==> src/rtl/i2c_bus_monitor.sv <==
// Passive I2C bus decoder: synchronises and glitch-filters SCL/SDA, then decodes
// START / repeated START / BYTE+ACK / STOP into a small event FIFO with valid/ready.
module i2c_bus_monitor #(
  parameter int FILTER_LEN = 3,
  parameter int FIFO_DEPTH = 8
) (
  input  logic       ICE_CLK,
  input  logic       ICE_RST_N,
  input  logic       scl_di,
  input  logic       sda_di,
  output logic       evt_valid,
  input  logic       evt_ready,
  output logic [1:0] evt_type,
  output logic [7:0] evt_data,
  output logic       evt_ack,
  output logic       bus_busy,
  output logic       overflow,
  input  logic       overflow_clr
);

  localparam int AW = $clog2(FIFO_DEPTH);
  localparam logic [1:0] EV_START  = 2'b00;
  localparam logic [1:0] EV_RSTART = 2'b01;
  localparam logic [1:0] EV_BYTE   = 2'b10;
  localparam logic [1:0] EV_STOP   = 2'b11;

  typedef enum logic [1:0] {IDLE, BITS, ACK} state_t;

  // Index 1 = SCL, index 0 = SDA
  logic [1:0] raw, s1, s2, filt, filt_q;
  logic [3:0] fcnt [2];

  assign raw = {scl_di, sda_di};

  always_ff @(posedge ICE_CLK or negedge ICE_RST_N) begin
    if (!ICE_RST_N) begin
      s1      <= '1;
      s2      <= '1;
      filt    <= '1;
      filt_q  <= '1;
      fcnt[0] <= '0;
      fcnt[1] <= '0;
    end else begin
      s1     <= raw;
      s2     <= s1;
      filt_q <= filt;
      for (int unsigned i = 0; i < 2; i++) begin
        if (s2[i] == filt[i]) begin
          fcnt[i] <= '0;
        end else if (fcnt[i] == 4'(FILTER_LEN - 1)) begin
          filt[i] <= s2[i];
          fcnt[i] <= '0;
        end else begin
          fcnt[i] <= fcnt[i] + 4'd1;
        end
      end
    end
  end

  logic scl_f, sda_f, scl_p, sda_p;
  logic scl_rise, start_det, stop_det;

  assign scl_f = filt[1];
  assign sda_f = filt[0];
  assign scl_p = filt_q[1];
  assign sda_p = filt_q[0];

  // SCL high in both cycles excludes simultaneous SCL edges from START/STOP
  assign scl_rise  = scl_f & ~scl_p;
  assign start_det = scl_f & scl_p & sda_p & ~sda_f;
  assign stop_det  = scl_f & scl_p & ~sda_p & sda_f;

  state_t      state;
  logic [3:0]  bit_cnt;
  logic [7:0]  shreg;
  logic        push_q;
  logic [10:0] push_word;

  always_ff @(posedge ICE_CLK or negedge ICE_RST_N) begin
    if (!ICE_RST_N) begin
      state     <= IDLE;
      bit_cnt   <= '0;
      shreg     <= '0;
      push_q    <= 1'b0;
      push_word <= '0;
      bus_busy  <= 1'b0;
    end else begin
      push_q <= 1'b0;
      case (state)
        IDLE: begin
          if (start_det) begin
            push_q    <= 1'b1;
            push_word <= {EV_START, 8'h00, 1'b0};
            bus_busy  <= 1'b1;
            bit_cnt   <= '0;
            state     <= BITS;
          end
        end
        BITS, ACK: begin
          if (start_det) begin
            push_q    <= 1'b1;
            push_word <= {EV_RSTART, 8'h00, 1'b0};
            bit_cnt   <= '0;
            state     <= BITS;
          end else if (stop_det) begin
            push_q    <= 1'b1;
            push_word <= {EV_STOP, 8'h00, 1'b0};
            bus_busy  <= 1'b0;
            bit_cnt   <= '0;
            state     <= IDLE;
          end else if (scl_rise) begin
            if (state == BITS) begin
              shreg   <= {shreg[6:0], sda_f};
              bit_cnt <= bit_cnt + 4'd1;
              if (bit_cnt == 4'd7) state <= ACK;
            end else begin
              push_q    <= 1'b1;
              push_word <= {EV_BYTE, shreg, ~sda_f};
              bit_cnt   <= '0;
              state     <= BITS;
            end
          end
        end
        default: state <= IDLE;
      endcase
    end
  end

  logic [10:0] mem [FIFO_DEPTH];
  logic [AW-1:0] wr_ptr, rd_ptr, rd_nxt;
  logic [AW:0]   count, count_nxt;
  logic          do_push, do_pop, drop;
  logic [10:0]   head_nxt;

  // Output registers are loaded from the post-update FIFO state so that the
  // head shown is always coherent with the pop that just happened.
  always_comb begin
    do_pop    = evt_ready & (count != '0);
    do_push   = push_q & ((count != (AW+1)'(FIFO_DEPTH)) | do_pop);
    drop      = push_q & (count == (AW+1)'(FIFO_DEPTH)) & ~do_pop;
    rd_nxt    = rd_ptr + AW'(do_pop);
    count_nxt = count + (AW+1)'(do_push) - (AW+1)'(do_pop);
    head_nxt  = '0;
    if (count_nxt != '0) begin
      if (do_push && (wr_ptr == rd_nxt)) head_nxt = push_word;
      else                                head_nxt = mem[rd_nxt];
    end
  end

  always_ff @(posedge ICE_CLK) begin
    if (do_push) mem[wr_ptr] <= push_word;
  end

  always_ff @(posedge ICE_CLK or negedge ICE_RST_N) begin
    if (!ICE_RST_N) begin
      wr_ptr    <= '0;
      rd_ptr    <= '0;
      count     <= '0;
      evt_valid <= 1'b0;
      evt_type  <= '0;
      evt_data  <= '0;
      evt_ack   <= 1'b0;
      overflow  <= 1'b0;
    end else begin
      if (do_push) wr_ptr <= wr_ptr + AW'(1);
      rd_ptr    <= rd_nxt;
      count     <= count_nxt;
      evt_valid <= (count_nxt != '0);
      {evt_type, evt_data, evt_ack} <= head_nxt;
      if (drop)              overflow <= 1'b1;
      else if (overflow_clr) overflow <= 1'b0;
    end
  end

endmodule

==> config.mk <==
export PLATFORM = sky130hd
export DESIGN_NAME = i2c_bus_monitor
export DESIGN_NICKNAME = d
export VERILOG_FILES = /design/src/rtl/i2c_bus_monitor.sv
export SDC_FILE = /design/constraint.sdc
export NUM_CORES = 1
export LEC_CHECK = 0
export BUFFER_PORTS_ARGS = -buffer_cell sky130_fd_sc_hd__buf_2
export CAP_MARGIN = 25
export CORE_MARGIN = 5
export CORE_UTILIZATION = 62
export DETAILED_ROUTE_END_ITERATION = 7
export GPL_TIMING_DRIVEN = 0
export HOLD_SLACK_MARGIN = 0.02
export PLACE_DENSITY = 0.87
export SKIP_LAST_GASP = 1
export SYNTH_ARGS = -nofsm -noshare
export SYNTH_HDL_FRONTEND = slang
export SYNTH_SLANG_ARGS = --single-unit
export TNS_END_PERCENT = 1
==> constraint.sdc <==
create_clock -name ICE_CLK -period 3.4 [get_ports ICE_CLK]
set_clock_uncertainty 0.15 [all_clocks]
set_input_delay 0.68 -clock ICE_CLK [delete_from_list [all_inputs] [get_ports ICE_CLK]]
set_output_delay 0.68 -clock ICE_CLK [all_outputs]
set_load 0.1 [all_outputs]
---- After elaboration in Yosys (flattened, before gate mapping) ----
Memories as Yosys holds them, arrays and structs flattened.
Cells that the tools add are included.
word-level totals
  register bits after elaboration ......... 66
  memory bits (writable) .................. 88
  bits of input ports ..................... 6
  output and inout bits ................... 14
  word-level logic and storage cells ...... 117
  memories ................................ 1
memory list
  name  words  bits a word  rd ports  clocked after Yosys merged registers in  write ports  RTL line  RTL
  mem   8      11           1         0                                        1            129       logic [10:0] mem [FIFO_DEPTH];
operators by class
  add/sub/neg operators ................... 7
  equality and inequality tests ........... 16
  multiplexer cells ....................... 39
  bitwise gates (word level) .............. 19
  reductions and logical operators ........ 14
operators by type and width
  cell                   number
  $mux W11               7
  $mux W4                9
  $pmux W11 S2           1
  $add A4 B1 Y4 const B  3
  $mux W1                12
  $mux W2                6
  $ne A4 B4 Y1 const B   3
  $and A1 B1 Y1          10
  $eq A4 B2 Y1 const B   2
  $not A1 Y1             8
  $pmux W4 S2            1
  $reduce_and A4 Y1      2
  $reduce_bool A4 Y1     2
  $ne A2 B2 Y1 const B   3
  $reduce_and A3 Y1      2
  $ne A5 B5 Y1 const B   1
  $reduce_and A5 Y1      1
  $add A4 B1 Y4          1
  $eq A4 B3 Y1 const B   1
  $eq A4 B4 Y1 const B   1
  $pmux W1 S2            2
  $pmux W2 S2            1
  $reduce_and A2 Y1      2
  $reduce_bool A2 Y1     2
  11 further kinds       12

---- Depth between registers and ports, before layout ----
Gate-level depths: netlist of run 1.
  depth after elaboration ................. 8
  gate-level depth with buffers ........... 14
  mapped depth without buffers ............ 13

---- Least setup slack after synthesis of run 1 ----
OpenSTA, ideal clock, no wires.
  kind .................................... in2reg
  from .................................... input evt_ready
  to ...................................... memory mem[4][0], enable pin
  library setup time ...................... 412 ps
  data arrival time ....................... 2473 ps
  data required time ...................... 2838 ps
  slack ................................... 364 ps
  cell stages on the path ................. 4
  cells stage by stage .................... nor2b_1 o21ai_4 buf_2 nor4b_1
between the ends
  cells in the longest elaborated chain, start to end .. 5
RTL lines
  what                           RTL line  RTL
  start: declaration             12        input logic evt_ready,
  $and A1 B1 Y1                  138       do_pop = evt_ready & (count != '0);
  $or A1 B1 Y1                   139       do_push = push_q & ((count != (AW+1)'(FIFO_DEPTH)) | do_pop);
  $and A1 B1 Y1                  139
  $mux W1                        151       if (do_push) mem[wr_ptr] <= push_word;
  $mux W1 (not written as such)  151
  end: declaration               129
Every way passes these cells.

---- Worst setup path in the final report of run 1 ----
  from .................................... register count[2]
  to ...................................... register evt_type[0]
between the ends
  cells in the longest elaborated chain, start to end .. 8
RTL lines
  what                      RTL line  RTL
  start: declaration        131       logic [AW:0] count, count_nxt;
  start signal: assignment  167       count <= count_nxt;
  $reduce_bool A4 Y1        138
  $and A1 B1 Y1             138
  $or A1 B1 Y1              139
  $and A1 B1 Y1             139
  $add A4 B1 Y4             142       count_nxt = count + (AW+1)'(do_push) - (AW+1)'(do_pop);
  $sub A4 B1 Y4 (*)         142
  net count_nxt[2]          131
  $reduce_bool A4 Y1 (*)    144       if (count_nxt != '0) begin
  $mux W11 (*)              144
  net head_nxt[9]           133       logic [10:0] head_nxt;
  end signal: assignment    169       {evt_type, evt_data, evt_ack} <= head_nxt;
  end: declaration          13        output logic [1:0] evt_type,
Mark *: on every way through the listed nets, which the timed path passes. The rest lies on a longest branch.
A chain may end at the register's enable or synchronous reset.

==> results of run 1 <==
-- worst min-delay path by stage --
stage	start	end	slack, ps	depth (start not counted)
after CTS	sda_di	s1[0]	80	1
after global placement	s1[1]	s2[1]	200	0
after global routing	sda_di	s1[0]	90	1
after floorplan	s1[0]	s2[0]	200	0
after detailed placement	s1[1]	s2[1]	200	0
final	scl_di	s1[1]	100	1
-- metal layers --
metal | routed length (um) | vias up | GRT usage | share of wire
li1 | - | 1648 | - | -
met1 | 5367 | 1915 | 0.2950 | 0.39
met2 | 7195 | 190 | 0.3981 | 0.52
met3 | 971 | 31 | 0.05615 | 0.070
met4 | 296 | 0 | 0.08333 | 0.021
met5 | 0 | - | 0 | 0
-- flip-flops by register name, indices dropped and copies added (netlist names), 3 cells and up --
signal and count:
bit_cnt 4, count 4, evt_data 8, fcnt 8, mem 88, push_word 11, rd_ptr 3, shreg 8
wr_ptr 3
-- layout make-up --
type                       count  share of cell area
buffer                        21             0.01942
clock buffer                  18             0.05630
clock inverter                14             0.02025
inverter                      31             0.01531
multi-input combinational    211              0.2744
sequential                   154              0.5663
tap                          136             0.02239
timing repair buffer          28             0.02568
-- where the power goes --
part	leakage [nW]	switching, mW	total [mW]	internal (mW)
registers	1.65	0.272	2.71	2.44
logic	1.13	2.09	3.41	1.33
clock network	0.279	0.807	1.83	1.02
total	3.06	3.17	7.95	4.79
-- cells in the final DEF (no fill, tap or decap), types with 5 or more instances in the layout --
cell type / count
edfxtp_1: 88
dfrtp_1: 58
inv_1: 31
mux2i_1: 23
buf_2: 21
nand2_1: 20
mux4_2: 18
nor2_1: 17
ha_1: 16
clkbuf_16: 16
o21ai_0: 15
buf_6: 14
mux2_2: 12
o211a_1: 11
a21oi_1: 10
dfstp_2: 8
xor2_1: 7
buf_4: 6
nand3_1: 6
clkbuf_1: 6
xnor2_1: 5
-- stage by stage --
step	cells	setup TNS, ps	hold WS, ps
after floorplan	417	0	195.2
after global placement	572	-29160	199.9
after detailed placement	580	-1509	201.2
after CTS	613	0	80.97
after global routing	613	-7.423	85.41
final	613	0	101.2
-- cells by family (layout without fill, tap and decap cells) --
kind of cell / count (synthesis) / in the layout / synth area share
buf+inv: 52 / 112 / 0.03944
mux: 57 / 57 / 0.1327
compound gates: 57 / 57 / 0.06845
simple gates: 65 / 65 / 0.05063
flops: 154 / 154 / 0.6523
fa+ha+maj: 17 / 17 / 0.03337
xor+xnor: 15 / 15 / 0.02313
-- what timing repair did --
item / 4_1_cts / 5_1_grt
endpoints found under the setup margin: 10 / 10
buffers inserted: 1 / 0
gates resized for setup: 2 / 2
==> flow_metrics.env, run 1 <==
export IMPL_syn_inst=417
export IMPL_worstRegToRegCells=14
export IMPL_drive_gt1_frac=0.2767
export IMPL_reg2reg_to="evt_type[0]"
export IMPL_fillerInstances=614
export IMPL_max_stage_delay_ps=410
export IMPL_cts_sinks=154
export IMPL_hold_viol=0
export IMPL_path_cells="inv_1 -> ha_1 -> inv_1 -> o31ai_2 -> nand2_1 -> o21ai_0 -> ha_1 -> inv_1 -> fa_1 -> xnor2_2 -> nor4b_1 -> mux2i_1 -> clkbuf_4 -> o211a_1"
export IMPL_fin_crit_ps=3194
export IMPL_cts_made_buffers=17
export IMPL_r2r_start="count[2]"
export IMPL_post_dp_hpwl_um=8551
export IMPL_cts_tree="yes"
export IMPL_syn_area_sq_um=6599
export IMPL_crit_path_top_delay_cell="fa_1"
export IMPL_grt_max_degree=67
export IMPL_tightest_slew_ps=930.5
export IMPL_critPathLaunch="count[2]"
export IMPL_start_util=0.6363
export IMPL_arrival_ps=3450
export IMPL_synth_edff_count=88
export IMPL_required_ps=3650
export IMPL_drc=0
export IMPL_die_area_sq_um=12810
export IMPL_multiInputGateArea_sq_um=2086
export IMPL_num_rows=37
export IMPL_netlist_area_leader_share=0.4005
export IMPL_diodes=0
export IMPL_p_leak_nw=3.060
export IMPL_antenna_found_initial=0
export IMPL_grtUsageTotal=0.2339
export IMPL_first_global_vias=3952
export IMPL_setup_viol=0
export IMPL_clockBufferDepth=2
export IMPL_endpoint_kind="flop"
export IMPL_ys_flop_type="edfxtp_1"
export IMPL_powerDensity_nw_per_um2=1046
export IMPL_clock_latency_ps=520
export IMPL_endpoint="evt_type[0]"
export IMPL_start_kind="flop"
export IMPL_dr_pass1_iters=6
export IMPL_boundaryPins=20
export IMPL_regArea_sq_um=4304
export IMPL_die_h_um=113.2
export IMPL_grt_pass1_wl_um=22180
export IMPL_overflow=0
export IMPL_cp_num_cells=14
export IMPL_maxSlewHeadroom=0.3781
export IMPL_synth_nets=440
export IMPL_crit_path_frequent_cell="inv_1"
export IMPL_postCtsHoldBufs=0
export IMPL_via_per_inst=6.173
export IMPL_die_w_um=113.2
export IMPL_clkTransAtPathRegs_ps=70
export IMPL_portBuffers=19
export IMPL_fin_crit_sh=0.9394
export IMPL_ir_drop_mv=0.5924
export IMPL_synth_cell_type_count=54
export IMPL_root_buffer="clkbuf_8"
export IMPL_slew_violations=0
export IMPL_seq_area_frac_synth=0.6523
export IMPL_gp_congestion=0.8675
export IMPL_synth_area_leader_cell="edfxtp_1"
export IMPL_final_area_sq_um=7601
export IMPL_synth_common_cells="edfxtp_1, dfrtp_1, inv_1"
export IMPL_synth_area_per_cell_sq_um=15.82
export IMPL_timing_worst_setup_path_type="flop to flop"
export IMPL_timing_final_ws_setup_ps=206.1
export IMPL_synth_most_common_cell="edfxtp_1"
export IMPL_outcome="completed"
export IMPL_ys_top_cells_by_area="edfxtp_1, dfrtp_1, mux4_2"
export IMPL_critical_path_top_delay_family="adder cells"
export IMPL_hold_class="primary input to flop"
export IMPL_dr_first_iter_drc_count=255
export IMPL_h_tree_depth=4
export IMPL_post_route_util=0.7330
export IMPL_drtAntennaViolNets=0
export IMPL_ff2ff_setup_slack_ps=210
export IMPL_fin_nets=487
export IMPL_yosys_warnings=0
export IMPL_wl_um=13830
export IMPL_worst_path_buf_inv=4
export IMPL_maxCapViolCount=0
export IMPL_max_freq_mhz=313.1
export IMPL_pre_cts_ws_ps=-182.3
export IMPL_place_area_sq_um=6995
export IMPL_coreArea_sq_um=10370
export IMPL_ys_ff_latch=154
export IMPL_wl_per_cell_um=22.56
export IMPL_async_flop_share=0.4286
export IMPL_areaGrowthSynthToFinish_pct=15.19
export IMPL_worstPathMaxFanout=10
export IMPL_finalPower_mw=7.953
export IMPL_vias=3784
No activity file was read; power rests on OpenSTA's default activity.
==> inputs of run 2 (changes only) <==
- CORE_UTILIZATION: 62 -> 56
- PLACE_DENSITY: 0.87 -> 0.84
- clock period: 3.4 -> 2.68 ns (I/O delays scaled with it)
==> run 2 against run 1 <==
Compared with the run above: the flow now finishes with violations (negative setup slack); via count shrank 5.9%; sequential share of layout area is 0.88 points lower; first-iteration DRC count increased by 13%; non-clock buffer count increased by 4; hold slack worse by 40 ps; cell count is 1.8% higher.
==> flow_metrics.env, run 2 (synthesized netlist as in run 1, its figures left out) <==
export IMPL_fin_crit_ps=2992
export IMPL_violations="negative setup slack"
export IMPL_wl_um=11620
export IMPL_vias=3559
export IMPL_p_comb_frac=0.437
export IMPL_largest_reg_flops=88
export IMPL_timing_final_ws_setup_ps=-312.2
export IMPL_start_kind="flop"
export IMPL_dr_pass1_iters=4
export IMPL_rsz0062_at_grt="true"
export IMPL_setup_viol=22
export IMPL_die_area_sq_um=14050
export IMPL_grt_max_degree=67
export IMPL_tightest_slew_ps=912.4
export IMPL_clkTransAtPathRegs_ps=60
export IMPL_clock_latency_ps=430
export IMPL_r2r_start="count[3]"
export IMPL_drive_gt1_frac=0.3035
export IMPL_regMostFlops="mem"
export IMPL_hold_slack_ps=61.35
export IMPL_dr_first_iter_drc_count=289
export IMPL_outcome="complete, but fails checks"
export IMPL_antenna_found_initial=0
export IMPL_via_per_inst=5.704
export IMPL_first_global_vias=3769
export IMPL_required_ps=2830
export IMPL_grtUsageTotal=0.1790
export IMPL_maxCapViolCount=0
export IMPL_die_w_um=118.6
export IMPL_worstRegToRegCells=14
export IMPL_cts_tree="yes"
export IMPL_slew_violations=0
export IMPL_root_buffer="clkbuf_16"
export IMPL_h_tree_depth=4
export IMPL_layout_common_cells="edfxtp_1, dfrtp_1, inv_1"
export IMPL_biggestRegsByFlops="mem x88, push_word x11"
export IMPL_pwr_share_clk=0.226
export IMPL_portBuffers=19
export IMPL_wl_per_cell_um=18.61
export IMPL_grt_pass1_wl_um=19580
export IMPL_worstPathMaxFanout=5
export IMPL_power_switching_mw=3.873
export IMPL_maxSlewHeadroom=0.3901
export IMPL_hold_viol=0
export IMPL_start_util=0.5755
export IMPL_swShare=0.3803
export IMPL_drtAntennaViolNets=0
export IMPL_num_rows=39
export IMPL_die_h_um=118.6
export IMPL_post_dp_hpwl_um=7821
export IMPL_ir_drop_mv=1.400
export IMPL_p_seq_frac=0.337
export IMPL_overflow=0
export IMPL_boundaryPins=20
export IMPL_reg2reg_to="evt_data[1]"
export IMPL_endpoint_kind="flop"
export IMPL_areaGrowthSynthToFinish_pct=17.01
export IMPL_gp_congestion=0.7876
export IMPL_cts_made_buffers=17
export IMPL_pre_cts_ws_ps=-836.9
export IMPL_fin_nets=491
export IMPL_drc=0
export IMPL_clockBufferDepth=2
export IMPL_fin_crit_sh=1.116
export IMPL_hold_class="primary input to async pin"
export IMPL_final_common_cell="edfxtp_1"
export IMPL_intPower_mw=6.311
export IMPL_arrival_ps=3140
export IMPL_ff2ff_setup_slack_ps=-310
export IMPL_diodes=0
export IMPL_powerDensity_nw_per_um2=1319
export IMPL_postCtsHoldBufs=0
export IMPL_cts_sinks=154
export IMPL_timing_worst_setup_path_type="flop to flop"
export IMPL_p_leak_nw=3.070
export IMPL_max_freq_mhz=334.2
export IMPL_coreArea_sq_um=11470
## run 2: worst max path at each step
stage               from  slack, ps     endpoint  cells past startpoint
2_1_floorplan   count[2]       -200  evt_data[0]                     14
3_3_place_gp   evt_ready      -1200    mem[2][7]                      5
3_5_place_dp    count[2]       -840  evt_type[0]                     14
4_1_cts         count[3]       -330  evt_data[1]                     14
5_1_grt         count[3]       -420      evt_ack                     14
6_report        count[3]       -310  evt_data[1]                     14
## run 2: area by class of cell
type / count / area, sq um
Buffer: 21 / 160.2
Clock buffer: 19 / 432.9
Clock inverter: 13 / 145.1
Fill cell: 711 / 3746
Inverter: 31 / 116.4
Multi-Input combinational cell: 211 / 2166
Sequential cell: 154 / 4304
Tap cell: 143 / 178.9
Timing Repair Buffer: 32 / 217.7
## run 2: critical path: stages, from the launching register on
cell	delay, ps
dfrtp_1	400
inv_2	70
ha_4	130
inv_2	40
o31ai_4	220
nand2_2	100
o21ai_2	140
ha_2	190
inv_1	50
fa_2	530
inv_2	60
nor4b_4	320
mux2i_4	170
buf_8	170
o211a_1	120
## run 2: stage by stage
step	area (sq um)	power, mW	TNS [ps]	util	std cells
4_1_cts	7692	10.18	-4731	0.6708	623
6_report	7721	10.18	-4442	0.6733	624
5_1_grt	7721	10.75	-8318	0.6733	624
3_3_place_gp	6879	7.312	-52960	0.5999	579
2_1_floorplan	6605	6.665	-4494	-	417
3_5_place_dp	6993	7.537	-9485	0.6098	587
## run 2: what timing repair did
item | CTS | global route
pin swaps | 6 | 3
setup buffers | 3 | 1
resized for setup | 21 | 9
endpoints found under the setup margin | 18 | 30
gates cloned | 1 | 0
## run 2: power by group through the flow
stage | registers (mW) | clock network [mW] | logic (mW)
after floorplan | 4.03 | 0 | 2.64
after detailed placement | 3.47 | 0 | 4.07
after global routing | 3.50 | 2.44 | 4.81
after global placement | 3.42 | 0 | 3.89
after CTS | 3.43 | 2.34 | 4.41
final | 3.43 | 2.30 | 4.45
## run 2: per-layer routing
metal | global-route usage | share of wire | routed length, um | vias up
li1 | - | - | - | 1652
met5 | 0 | 0 | 0 | -
met4 | 0.07016 | 0.012 | 141 | 0
met2 | 0.3021 | 0.54 | 6257 | 96
met1 | 0.2206 | 0.40 | 4658 | 1797
met3 | 0.04823 | 0.048 | 558 | 14
